===== config.mk =====
export PLATFORM = sky130hd
export DESIGN_NAME = peridot_swi_flashrd_flat
export DESIGN_NICKNAME = d
export VERILOG_FILES = /design/src/rtl/peridot_swi_flashrd_if.sv /design/src/rtl/peridot_swi_flashrd.sv /design/src/flat_wrapper.sv
export SDC_FILE = /design/constraint.sdc
export NUM_CORES = 1
export LEC_CHECK = 0
export ABC_AREA = 0
export BUFFER_PORTS_ARGS = -buffer_cell sky130_fd_sc_hd__buf_4
export CAP_MARGIN = 25
export CORE_ASPECT_RATIO = 0.9
export CORE_MARGIN = 2
export CORE_UTILIZATION = 55
export DETAILED_ROUTE_END_ITERATION = 7
export PLACE_DENSITY = 0.74
export SETUP_SLACK_MARGIN = 0.4
export SYNTH_ARGS = -nofsm -noshare
export SYNTH_HDL_FRONTEND = slang
export SYNTH_SLANG_ARGS = --single-unit

===== constraint.sdc =====
create_clock -name csi_clk -period 3.3 [get_ports csi_clk]
set_input_delay 0.33 -clock csi_clk [delete_from_list [all_inputs] [get_ports csi_clk]]
set_output_delay 0.33 -clock csi_clk [all_outputs]
set_load 0.02 [all_outputs]

===== src/rtl/peridot_swi_flashrd_if.sv =====
// Avalon-MM slave bus of the SWI boot-flash read sequencer.
// The CPU side (master) drives the address, strobes and write data.
// The sequencer (slave) returns read data with zero wait states and zero read latency.
interface peridot_swi_flashrd_if;
   logic [1:0]  avs_address;
   logic        avs_read;
   logic [31:0] avs_readdata;
   logic        avs_write;
   logic [31:0] avs_writedata;

   modport master (
      output avs_address,
      output avs_read,
      output avs_write,
      output avs_writedata,
      input  avs_readdata
   );

   modport slave (
      input  avs_address,
      input  avs_read,
      input  avs_write,
      input  avs_writedata,
      output avs_readdata
   );
endinterface


===== src/rtl/peridot_swi_flashrd.sv =====
// peridot_swi_flashrd: autonomous EPCS/SPI-flash read sequencer.
// Software programs a 24-bit address and a byte count, then sets start.
// The block issues the read command and shifts out the address.
// Data bytes are then streamed into a small FIFO that the CPU drains over Avalon-MM.
// SPI mode 0, MSB first. Each SCLK phase lasts CLKDIV+1 clocks.
// Optional build macro PERIDOT_FLASHRD_FASTREAD_EN selects FAST_READ (0x0B).
// That build also inserts 8 dummy SCLK cycles between the address and the data.
// Without the macro the block issues plain READ (0x03) and has no dummy phase.
module peridot_swi_flashrd #(
   parameter int CLKDIV          = 0,
   parameter int FIFO_DEPTH_LOG2 = 4
) (
   input  logic                        csi_clk,
   input  logic                        rsi_reset,
   peridot_swi_flashrd_if.slave        avs,
   output logic                        ins_irq,
   output logic                        coe_cso_n,
   output logic                        coe_dclk,
   output logic                        coe_asdo,
   input  logic                        coe_data0
);

   localparam int DEPTH = 1 << FIFO_DEPTH_LOG2;
   localparam int CNT_W = FIFO_DEPTH_LOG2 + 1;
   localparam int DIV_W = (CLKDIV > 0) ? $clog2(CLKDIV + 1) : 1;
   localparam logic [DIV_W-1:0] DIV_LAST = DIV_W'(CLKDIV);

`ifdef PERIDOT_FLASHRD_FASTREAD_EN
   localparam logic [7:0] READ_CMD = 8'h0B;
`else
   localparam logic [7:0] READ_CMD = 8'h03;
`endif

   typedef enum logic [2:0] {
      ST_IDLE,
      ST_CMD,
      ST_ADDR,
`ifdef PERIDOT_FLASHRD_FASTREAD_EN
      ST_DUMMY,
`endif
      ST_DATA,
      ST_FINISH
   } state_t;

   // ---------------- software-visible registers ----------------
   logic [23:0] addr_reg;
   logic [7:0]  len_reg;
   logic        irqena_reg;
   logic        done_reg;

   // ---------------- sequencer state ----------------
   state_t            state_reg;
   logic              cso_n_reg;
   logic              dclk_reg;
   logic              asdo_reg;
   logic [DIV_W-1:0]  div_cnt_reg;
   logic [4:0]        bit_cnt_reg;
   logic [31:0]       tx_sr_reg;
   logic [7:0]        rx_sr_reg;
   logic [7:0]        bytes_left_reg;
   logic              push_req_reg;
   logic [7:0]        push_data_reg;

   // ---------------- data FIFO ----------------
   logic [7:0]                 fifo_mem [DEPTH];
   logic [FIFO_DEPTH_LOG2-1:0] wr_ptr_reg;
   logic [FIFO_DEPTH_LOG2-1:0] rd_ptr_reg;
   logic [CNT_W-1:0]           fifo_cnt_reg;

   // ---------------- decoded bus events ----------------
   logic       wr_reg1;
   logic       busy;
   logic       shifting;
   logic       start_fire;
   logic       abort_fire;
   logic       done_clr;
   logic       fifo_valid;
   logic       pop;
   logic [CNT_W:0] fifo_level_eff;
   logic       fifo_full_eff;
   logic       stall;
   logic [4:0] unit_last;
   logic       unused_wdata;

   assign wr_reg1    = avs.avs_write && (avs.avs_address == 2'd1);
   assign busy       = (state_reg != ST_IDLE);
   assign shifting   = busy && (state_reg != ST_FINISH);
   assign start_fire = wr_reg1 && avs.avs_writedata[0] && (state_reg == ST_IDLE);
   assign abort_fire = wr_reg1 && avs.avs_writedata[2] && shifting;
   assign done_clr   = wr_reg1 && avs.avs_writedata[3];

   assign fifo_valid = (fifo_cnt_reg != '0);
   assign pop        = avs.avs_read && (avs.avs_address == 2'd2) && fifo_valid;

   // A byte that is registered but not yet written still occupies a slot.
   // Count it here, so the next byte never starts into a FIFO that will be full.
   assign fifo_level_eff = {1'b0, fifo_cnt_reg} + {{CNT_W{1'b0}}, push_req_reg};
   assign fifo_full_eff  = (fifo_level_eff >= (CNT_W+1)'(DEPTH));

   // Hold the clock low at a byte boundary while the FIFO has no room.
   assign stall = (state_reg == ST_DATA) && !dclk_reg && (bit_cnt_reg == 5'd0) && fifo_full_eff;

   assign ins_irq   = done_reg & irqena_reg;
   assign coe_cso_n = cso_n_reg;
   assign coe_dclk  = dclk_reg;
   assign coe_asdo  = asdo_reg;

   assign unused_wdata = &{1'b0, avs.avs_writedata[31:24]};

   // Index of the last bit in the current shift unit (address is 24 bits, the rest 8).
   always_comb begin
      unit_last = 5'd7;
      if (state_reg == ST_ADDR) begin
         unit_last = 5'd23;
      end
   end

   // Register file writes. Length and irq enable update even while a transfer runs.
   always_ff @(posedge csi_clk or posedge rsi_reset) begin
      if (rsi_reset) begin
         addr_reg   <= '0;
         len_reg    <= '0;
         irqena_reg <= 1'b0;
      end else begin
         if (avs.avs_write && (avs.avs_address == 2'd0)) begin
            addr_reg <= avs.avs_writedata[23:0];
         end
         if (wr_reg1) begin
            len_reg    <= avs.avs_writedata[15:8];
            irqena_reg <= avs.avs_writedata[1];
         end
      end
   end

   // Transfer sequencer: SPI framing, bit shifting, byte counting, abort and done.
   always_ff @(posedge csi_clk or posedge rsi_reset) begin
      if (rsi_reset) begin
         state_reg      <= ST_IDLE;
         cso_n_reg      <= 1'b1;
         dclk_reg       <= 1'b0;
         asdo_reg       <= 1'b0;
         div_cnt_reg    <= '0;
         bit_cnt_reg    <= '0;
         tx_sr_reg      <= '0;
         rx_sr_reg      <= '0;
         bytes_left_reg <= '0;
         push_req_reg   <= 1'b0;
         push_data_reg  <= '0;
         done_reg       <= 1'b0;
      end else begin
         push_req_reg <= 1'b0;
         if (done_clr) begin
            done_reg <= 1'b0;
         end

         case (state_reg)
            ST_IDLE: begin
               dclk_reg <= 1'b0;
               asdo_reg <= 1'b0;
               if (start_fire) begin
                  // Command and address go out as one continuous 32-bit word.
                  state_reg      <= ST_CMD;
                  cso_n_reg      <= 1'b0;
                  div_cnt_reg    <= '0;
                  bit_cnt_reg    <= '0;
                  tx_sr_reg      <= {READ_CMD, addr_reg};
                  asdo_reg       <= READ_CMD[7];
                  bytes_left_reg <= avs.avs_writedata[15:8];
                  done_reg       <= 1'b0;
               end
            end

            ST_FINISH: begin
               // Chip select stays high for CLKDIV+1 clocks before the block is idle again.
               if (div_cnt_reg == DIV_LAST) begin
                  state_reg   <= ST_IDLE;
                  done_reg    <= 1'b1;
                  div_cnt_reg <= '0;
               end else begin
                  div_cnt_reg <= div_cnt_reg + 1'b1;
               end
            end

            default: begin
               if (abort_fire) begin
                  state_reg   <= ST_FINISH;
                  cso_n_reg   <= 1'b1;
                  dclk_reg    <= 1'b0;
                  asdo_reg    <= 1'b0;
                  div_cnt_reg <= '0;
               end else if (stall) begin
                  div_cnt_reg <= '0;
               end else if (div_cnt_reg != DIV_LAST) begin
                  div_cnt_reg <= div_cnt_reg + 1'b1;
               end else begin
                  div_cnt_reg <= '0;
                  if (!dclk_reg) begin
                     // Rising edge: sample MISO. The 8th data bit completes a byte.
                     dclk_reg  <= 1'b1;
                     rx_sr_reg <= {rx_sr_reg[6:0], coe_data0};
                     if ((state_reg == ST_DATA) && (bit_cnt_reg == 5'd7)) begin
                        push_req_reg  <= 1'b1;
                        push_data_reg <= {rx_sr_reg[6:0], coe_data0};
                     end
                  end else begin
                     // Falling edge: present the next MOSI bit. Zeros follow the address.
                     dclk_reg  <= 1'b0;
                     tx_sr_reg <= {tx_sr_reg[30:0], 1'b0};
                     asdo_reg  <= tx_sr_reg[30];
                     if (bit_cnt_reg == unit_last) begin
                        bit_cnt_reg <= '0;
                        case (state_reg)
                           ST_CMD:  state_reg <= ST_ADDR;
`ifdef PERIDOT_FLASHRD_FASTREAD_EN
                           ST_ADDR:  state_reg <= ST_DUMMY;
                           ST_DUMMY: state_reg <= ST_DATA;
`else
                           ST_ADDR: state_reg <= ST_DATA;
`endif
                           default: begin
                              if (bytes_left_reg == 8'd0) begin
                                 state_reg <= ST_FINISH;
                                 cso_n_reg <= 1'b1;
                                 asdo_reg  <= 1'b0;
                              end else begin
                                 bytes_left_reg <= bytes_left_reg - 1'b1;
                              end
                           end
                        endcase
                     end else begin
                        bit_cnt_reg <= bit_cnt_reg + 1'b1;
                     end
                  end
               end
            end
         endcase
      end
   end

   // FIFO storage: write port only. The array is read combinationally for zero-latency reads.
   always_ff @(posedge csi_clk) begin
      if (push_req_reg) begin
         fifo_mem[wr_ptr_reg] <= push_data_reg;
      end
   end

   // FIFO pointers and occupancy. A start flushes the FIFO. Push and pop in one cycle cancel.
   always_ff @(posedge csi_clk or posedge rsi_reset) begin
      if (rsi_reset) begin
         wr_ptr_reg   <= '0;
         rd_ptr_reg   <= '0;
         fifo_cnt_reg <= '0;
      end else if (start_fire) begin
         wr_ptr_reg   <= '0;
         rd_ptr_reg   <= '0;
         fifo_cnt_reg <= '0;
      end else begin
         if (push_req_reg) begin
            wr_ptr_reg <= wr_ptr_reg + 1'b1;
         end
         if (pop) begin
            rd_ptr_reg <= rd_ptr_reg + 1'b1;
         end
         fifo_cnt_reg <= fifo_cnt_reg + CNT_W'(push_req_reg) - CNT_W'(pop);
      end
   end

   // Register read mux: combinational, zero wait states.
   always_comb begin
      avs.avs_readdata = '0;
      case (avs.avs_address)
         2'd0: avs.avs_readdata = {8'h00, addr_reg};
         2'd1: avs.avs_readdata = {16'h0000, len_reg, 4'b0000, done_reg, 1'b0, irqena_reg, busy};
         2'd2: avs.avs_readdata = {23'd0, fifo_valid, fifo_valid ? fifo_mem[rd_ptr_reg] : 8'h00};
         default: avs.avs_readdata = 32'(fifo_cnt_reg);
      endcase
   end

endmodule


===== src/flat_wrapper.sv =====
// flat-port wrapper written by rule: the top's interface ports become plain ports
module peridot_swi_flashrd_flat 
#(
   parameter int CLKDIV          = 0,
   parameter int FIFO_DEPTH_LOG2 = 4
)
  (csi_clk, rsi_reset, ins_irq, coe_cso_n, coe_dclk, coe_asdo, coe_data0, avs_avs_address, avs_avs_read, avs_avs_write, avs_avs_writedata, avs_avs_readdata);
  peridot_swi_flashrd_if avs_i ();
  input  logic csi_clk;
  input  logic rsi_reset;
  output logic ins_irq;
  output logic coe_cso_n;
  output logic coe_dclk;
  output logic coe_asdo;
  input  logic coe_data0;
  input wire logic [$bits(avs_i.avs_address)-1:0] avs_avs_address;
  input wire logic [$bits(avs_i.avs_read)-1:0] avs_avs_read;
  input wire logic [$bits(avs_i.avs_write)-1:0] avs_avs_write;
  input wire logic [$bits(avs_i.avs_writedata)-1:0] avs_avs_writedata;
  output wire logic [$bits(avs_i.avs_readdata)-1:0] avs_avs_readdata;
  assign avs_i.avs_address = avs_avs_address;
  assign avs_i.avs_read = avs_avs_read;
  assign avs_i.avs_write = avs_avs_write;
  assign avs_i.avs_writedata = avs_avs_writedata;
  assign avs_avs_readdata = avs_i.avs_readdata;
  peridot_swi_flashrd #(.CLKDIV(CLKDIV), .FIFO_DEPTH_LOG2(FIFO_DEPTH_LOG2)) u_core (.csi_clk(csi_clk), .rsi_reset(rsi_reset), .avs(avs_i), .ins_irq(ins_irq), .coe_cso_n(coe_cso_n), .coe_dclk(coe_dclk), .coe_asdo(coe_asdo), .coe_data0(coe_data0));
endmodule

; Word level (Yosys, flattened, before mapping)
; Memory sizes are Yosys's and may differ from the RTL's.
; Index checks and enable logic that the tools add are counted.
; W data, S select, Z words.
[word_totals]
ff_bits = 114
mem_bits_rw = 128
in_bits = 39
out_inout_bits = 36
wordCells = 174
memories = 1
[mem_list]
columns = memory, words, width, read_ports, rd_ports_with_merged_regs, write_ports, line
row1 = u_core.fifo_mem, 16, 8, 1, 0, 1, peridot_swi_flashrd.sv:65  ; logic [7:0] fifo_mem [DEPTH];
[classes]
addsub = 8
magnitude_cmp = 1
n_eq_ne = 20
n_mux = 78
bitwise_logic = 7
reduce_logical = 41
[ops]
columns = operator, count
row1 = $mux W31, 5
row2 = $mux W8, 9
row3 = $pmux W24 S3, 1
row4 = $pmux W31 S2, 1
row5 = $mux W5, 8
row6 = $mux W1, 33
row7 = $mux W3, 8
row8 = $mux W4, 4
row9 = $pmux W8 S2, 1
row10 = $logic_and A1 B1 Y1, 14
row11 = $pmux W3 S2, 2
row12 = $reduce_and A6 Y1, 2
row13 = $reduce_bool A3 Y1, 4
row14 = $pmux W1 S2, 5
row15 = $pmux W5 S2, 1
row16 = $reduce_and A9 Y1, 1
row17 = $add A4 B1 Y4 const B, 2
row18 = $logic_not A8 Y1, 1
row19 = $ne A2 B2 Y1 const B, 4
row20 = $reduce_and A8 Y1, 1
row21 = $reduce_bool A2 Y1, 4
row22 = $reduce_bool A4 Y1, 2
row23 = $sub A8 B1 Y8 const B, 1
row24 = $reduce_and A7 Y1, 1
row25 = other kinds (30), 40

; Longest topological paths before layout
[depth]
word_depth = 9
ltp_mapped = 14
mapped_depth_nobuf = 14

; Worst setup path before layout
; No wires, ideal clock.
[synth_path]
path_type = flip-flop to flip-flop
from = reg u_core.fifo_cnt_reg[2]
to = reg u_core.fifo_cnt_reg[4]
setup_time_ns = 0.077
arrival_ns = 2.662
required_time_ns = 3.223
path_slack_ns = 0.561
stages_incl_launch_ff = 15
path_buffers = 0
period_less_slack_ns = 2.739
path_cell_list = dfrtp_1 inv_1 ha_1 nor4b_1 nor3b_2 ha_1 inv_1 ha_1 inv_1 fa_1 inv_1 a21oi_1 nor2_1 or3_1 a21oi_1
[synth_via]
elab_chain_cells = 4
elab_cells_between_ends = 5
cone_classes = 2 x add/sub / 1 x mux / 2 x reduce/logical
[synth_rtl]
columns = item, line
row1 = from (decl), peridot_swi_flashrd.sv:68  ; logic [CNT_W-1:0] fifo_cnt_reg;
row2 = from (signal assigned), peridot_swi_flashrd.sv:264  ; fifo_cnt_reg <= fifo_cnt_reg + CNT_W'(push_req_reg) - CNT_W'(pop);
row3 = branches (longest 2 deep; another with $add A5 B1 Y5), -
row4 = $sub A5 B1 Y5 (*), peridot_swi_flashrd.sv:264
row5 = $mux W5 (*), peridot_swi_flashrd.sv:253  ; end else if (start_fire) begin
; Mark *: on every way between the ends.
; A chain may end at the register's enable or synchronous reset.

; Worst setup path after layout
[layout_path]
from = reg u_core.rd_ptr_reg[0]
to = out avs_avs_readdata[5]
[layout_via]
elab_chain_cells = 3
[layout_rtl]
columns = item, line
row1 = from (decl), peridot_swi_flashrd.sv:67  ; logic [FIFO_DEPTH_LOG2-1:0] rd_ptr_reg;
row2 = from (signal assigned), peridot_swi_flashrd.sv:262  ; rd_ptr_reg <= rd_ptr_reg + 1'b1;
row3 = $mem_v2 Z16 W8, -
row4 = $mux W8, peridot_swi_flashrd.sv:274  ; 2'd2: avs.avs_readdata = {23'd0, fifo_valid, fifo_valid ? fifo_mem[rd_ptr_reg] : 8'h00};
row5 = $pmux W24 S3, peridot_swi_flashrd.sv:271  ; case (avs.avs_address)
row6 = to (decl), flat_wrapper.sv:20  ; output wire logic [$bits(avs_i.avs_readdata)-1:0] avs_avs_readdata;
; Every way passes these cells.

==> summary.txt <==
Route
  • Initial drt markers: 472
  • Wire per inst: 20.5 um
  • Via-to-Cell Ratio: 5.87
  • Drt drc: 0
  • Drt first pass iters: 5
  • Routed metal-1 wirelength: 10.1 mm
  • WL met3: 1.52 mm
  • Vias after detailed routing: 6599
  • Routed wl met2: 10.8 mm
  • Remaining antenna violation count: 0
  • Max layer used: met4
  • Total Wirelength: 23.0 mm

Clock tree
  • CTS max path bufs: 3
  • Clk root buf: clkbuf_16
  • CTS Buf Count: 25
  • Worst skew pair latency: 0.52 ns
  • H-tree Lvls: 1
  • Sink Count: 241
  • CTS tree: built
  • Clk slew on worst S/H paths: 0.06 ns

Power and ir drop
  • P per Cell Area: 771 mW/mm2
  • Power, Total: 9.60 mW
  • VDD IR-drop max: 0.647 mV
  • Pleak: 5.30 nW

Timing
  • Relative slew slack: 55.3%
  • RSZ-0062 raised after global routing: true
  • Final setup violation count: 0
  • Final hold violations: 0
  • Tmin final: 2.96 ns
  • Clk_skew: 0.0216 ns
  • Max frequency: 337 MHz
  • Final Max Slew Viols: 0
  • Slew @ Worst Pin: 0.669 ns
  • Crit share post-route: 89.8%
  • Sum Neg Setup Slack: 0 ns

Setup path
  • Critical path launch point type: register
  • Worst path cell trace: buf_6 > buf_6 > mux4_2 > mux4_2 > a22o_1 > buf_6
  • Crit path launch: u_core.rd_ptr_reg[0]
  • Worst stage delay on the critical path: 0.52 ns
  • Worst Setup Path Type: register to output port
  • CP top delay family: multiplexers
  • WP buf/inv: 3
  • CP dominant cell by count: buf_6
  • CP max-delay cell: dfrtp_4
  • Worst Setup End Kind: output port
  • WP data arrival: 2.63 ns
  • Critical Path RT: 2.97 ns
  • Reg-to-Reg Start: u_core.fifo_cnt_reg[2]
  • CP Max Fanout: 3

Floorplan
  • Starting Density: 56.4%
  • Die width: 152 um
  • Core Box Area: 0.0193 mm2
  • # rows: 48
  • Die H: 137 um
  • IO Pins: 75
  • Die area: 0.0209 mm2

Yosys
  • Unique cell type count in the Yosys netlist: 68
  • Mapped Cells: 794
  • Avg Synthesized Cell Area: 13.7 um2
  • Top cell type's share of synthesized area: 35.3%
  • Number of synthesized flops with an enable pin: 128
  • Sequential area share after synthesis: 61.4%
  • Asr flop ratio synth: 46.9%
  • Synth Warn #: 0
  • Synthesized cell area: 0.0109 mm2
  • Area leader, netlist: edfxtp_1
  • Main synth FF type: edfxtp_1
  • Ranking of synthesized cells by area: edfxtp_1 (35%), dfrtp_1 (26%), mux4_2 (6.0%)
  • Most instantiated cells after synthesis: edfxtp_1 (128), dfrtp_1 (112), nand2_1 (81), o21ai_0 (45), mux2i_1 (41)
  • Synth Register Bits: 241
  • Most common cell in the netlist: edfxtp_1

GRT
  • Overflow after GRT: 0
  • Vias in the first global route: 6592
  • Initial antenna violation count: 0
  • First-pass GRT wire length: 35.6 mm
  • Largest net degree at the start of global routing: 84
  • GRT Util Overall: 21.9%

Cells and area
  • Max FFs per register: 128
  • Antenna Cells: 0
  • Final nets: 913
  • Share of layout cells above drive strength 1: 24.6%
  • Area growth from synthesis to layout: 14.5%
  • Filler Cell Count: 1386

Place
  • PortBufs: 58
  • Final HPWL DP: 15.1 mm
  • Final Wtd Congestion: 0.863

Status
  • Status: finished, final reports clean

Min path
  • Worst hold path type: primary input to register
  • Hold path start: avs_avs_writedata[1]

Job
  • Max Cap Violations: 0
==> worst register-to-register path, delay by kind of cell (launching register included) <==
kind                     cells  cell delay (ns)
AO/OA/AOI/OAI                3             0.32
adder cells (fa/ha/maj)      4             0.98
flip-flops                   1             0.38
AND/OR/NAND/NOR              3             0.53
buffers and inverters        5             0.44
==> metal layers <==
| metal | vias up | global-route usage (%) |
|---|---|---|
| li1 | 3020 | - |
| met1 | 3312 | 31.6 |
| met2 | 222 | 34.5 |
| met3 | 45 | 3.99 |
| met4 | 0 | 6.54 |
| met5 | - | 0 |
==> power breakdown <==
part	internal, mW	leakage [nW]	switching, mW
logic	1.27	2.02	1.50
registers	3.63	2.88	0.505
clock network	1.59	0.402	1.12
total	6.48	5.30	3.12
==> logic make-up after synthesis <==
logic type | Yosys count | synth area share [%]
other | 1 | 0.0345
adders and majority gates | 20 | 2.35
and+or+nand+nor | 215 | 9.86
muxes | 114 | 15.2
DFF | 241 | 61.4
xor gates and xnor gates | 11 | 0.886
AOI/OAI and AO/OA | 111 | 6.66
buffers and inverters | 81 | 3.69
==> cells in the final DEF (no fill, tap or decap), drive strengths merged, types with 12 or more instances in the layout <==
master	count
edfxtp	128
dfrtp	112
nand2	81
buf	80
o21ai	46
mux2i	41
nor2	39
mux2	38
clkbuf	37
mux4	35
and2	31
inv	30
ha	18
a21oi	18
nor3	12
==> worst paths after layout <==
check / cells past startpoint / slack, ns / endpoint
worst max-delay path: 6 / 0.34 / avs_avs_readdata[5]
min in group asynchronous: 3 / 0.48 / u_core.addr_reg[18]
max in group asynchronous: 4 / 1.96 / u_core.rd_ptr_reg[0]
worst min register to register: 2 / 0.48 / u_core.tx_sr_reg[14]
worst max register to register: 15 / 0.59 / u_core.fifo_cnt_reg[4]
worst min-delay path: 3 / 0.02 / u_core.irqena_reg
==> layout make-up <==
| type | instances | area [um2] | area share, % |
|---|---|---|---|
| Sequential cell | 241 | 6680 | 53.6 |
| Clock inverter | 9 | 80.1 | 0.643 |
| Inverter | 27 | 105 | 0.844 |
| Multi-Input combinational cell | 479 | 3890 | 31.2 |
| Clock buffer | 37 | 716 | 5.75 |
| Timing Repair Buffer | 81 | 669 | 5.38 |
| Tap cell | 250 | 313 | 2.51 |
==> through the flow <==
step | utilization [%] | worst slack (ns) | cell area [um2] | cells | hold WS [ns]
2_1_floorplan | - | 0.561 | 10900 | 801 | 0.435
3_3_place_gp | 59.7 | 0.642 | 11500 | 1071 | 0.457
3_5_place_dp | 59.7 | 0.534 | 11500 | 1071 | 0.467
4_1_cts | 64.2 | 0.351 | 12400 | 1120 | 0.00824
5_1_grt | 64.6 | 0.290 | 12400 | 1124 | 0.0300
6_report | 64.6 | 0.336 | 12400 | 1124 | 0.0246
==> repair_timing <==
action | in CTS | in global routing
pin swaps | 3 | 2
gates cloned | 0 | 0
hold buffers | 1 | 0
resized for setup | 13 | 12
endpoints found under the setup margin | 8 | 9
endpoints found under the hold margin | 30 | 0
buffers inserted | 2 | 4
(Power assumes the default switching activity.)
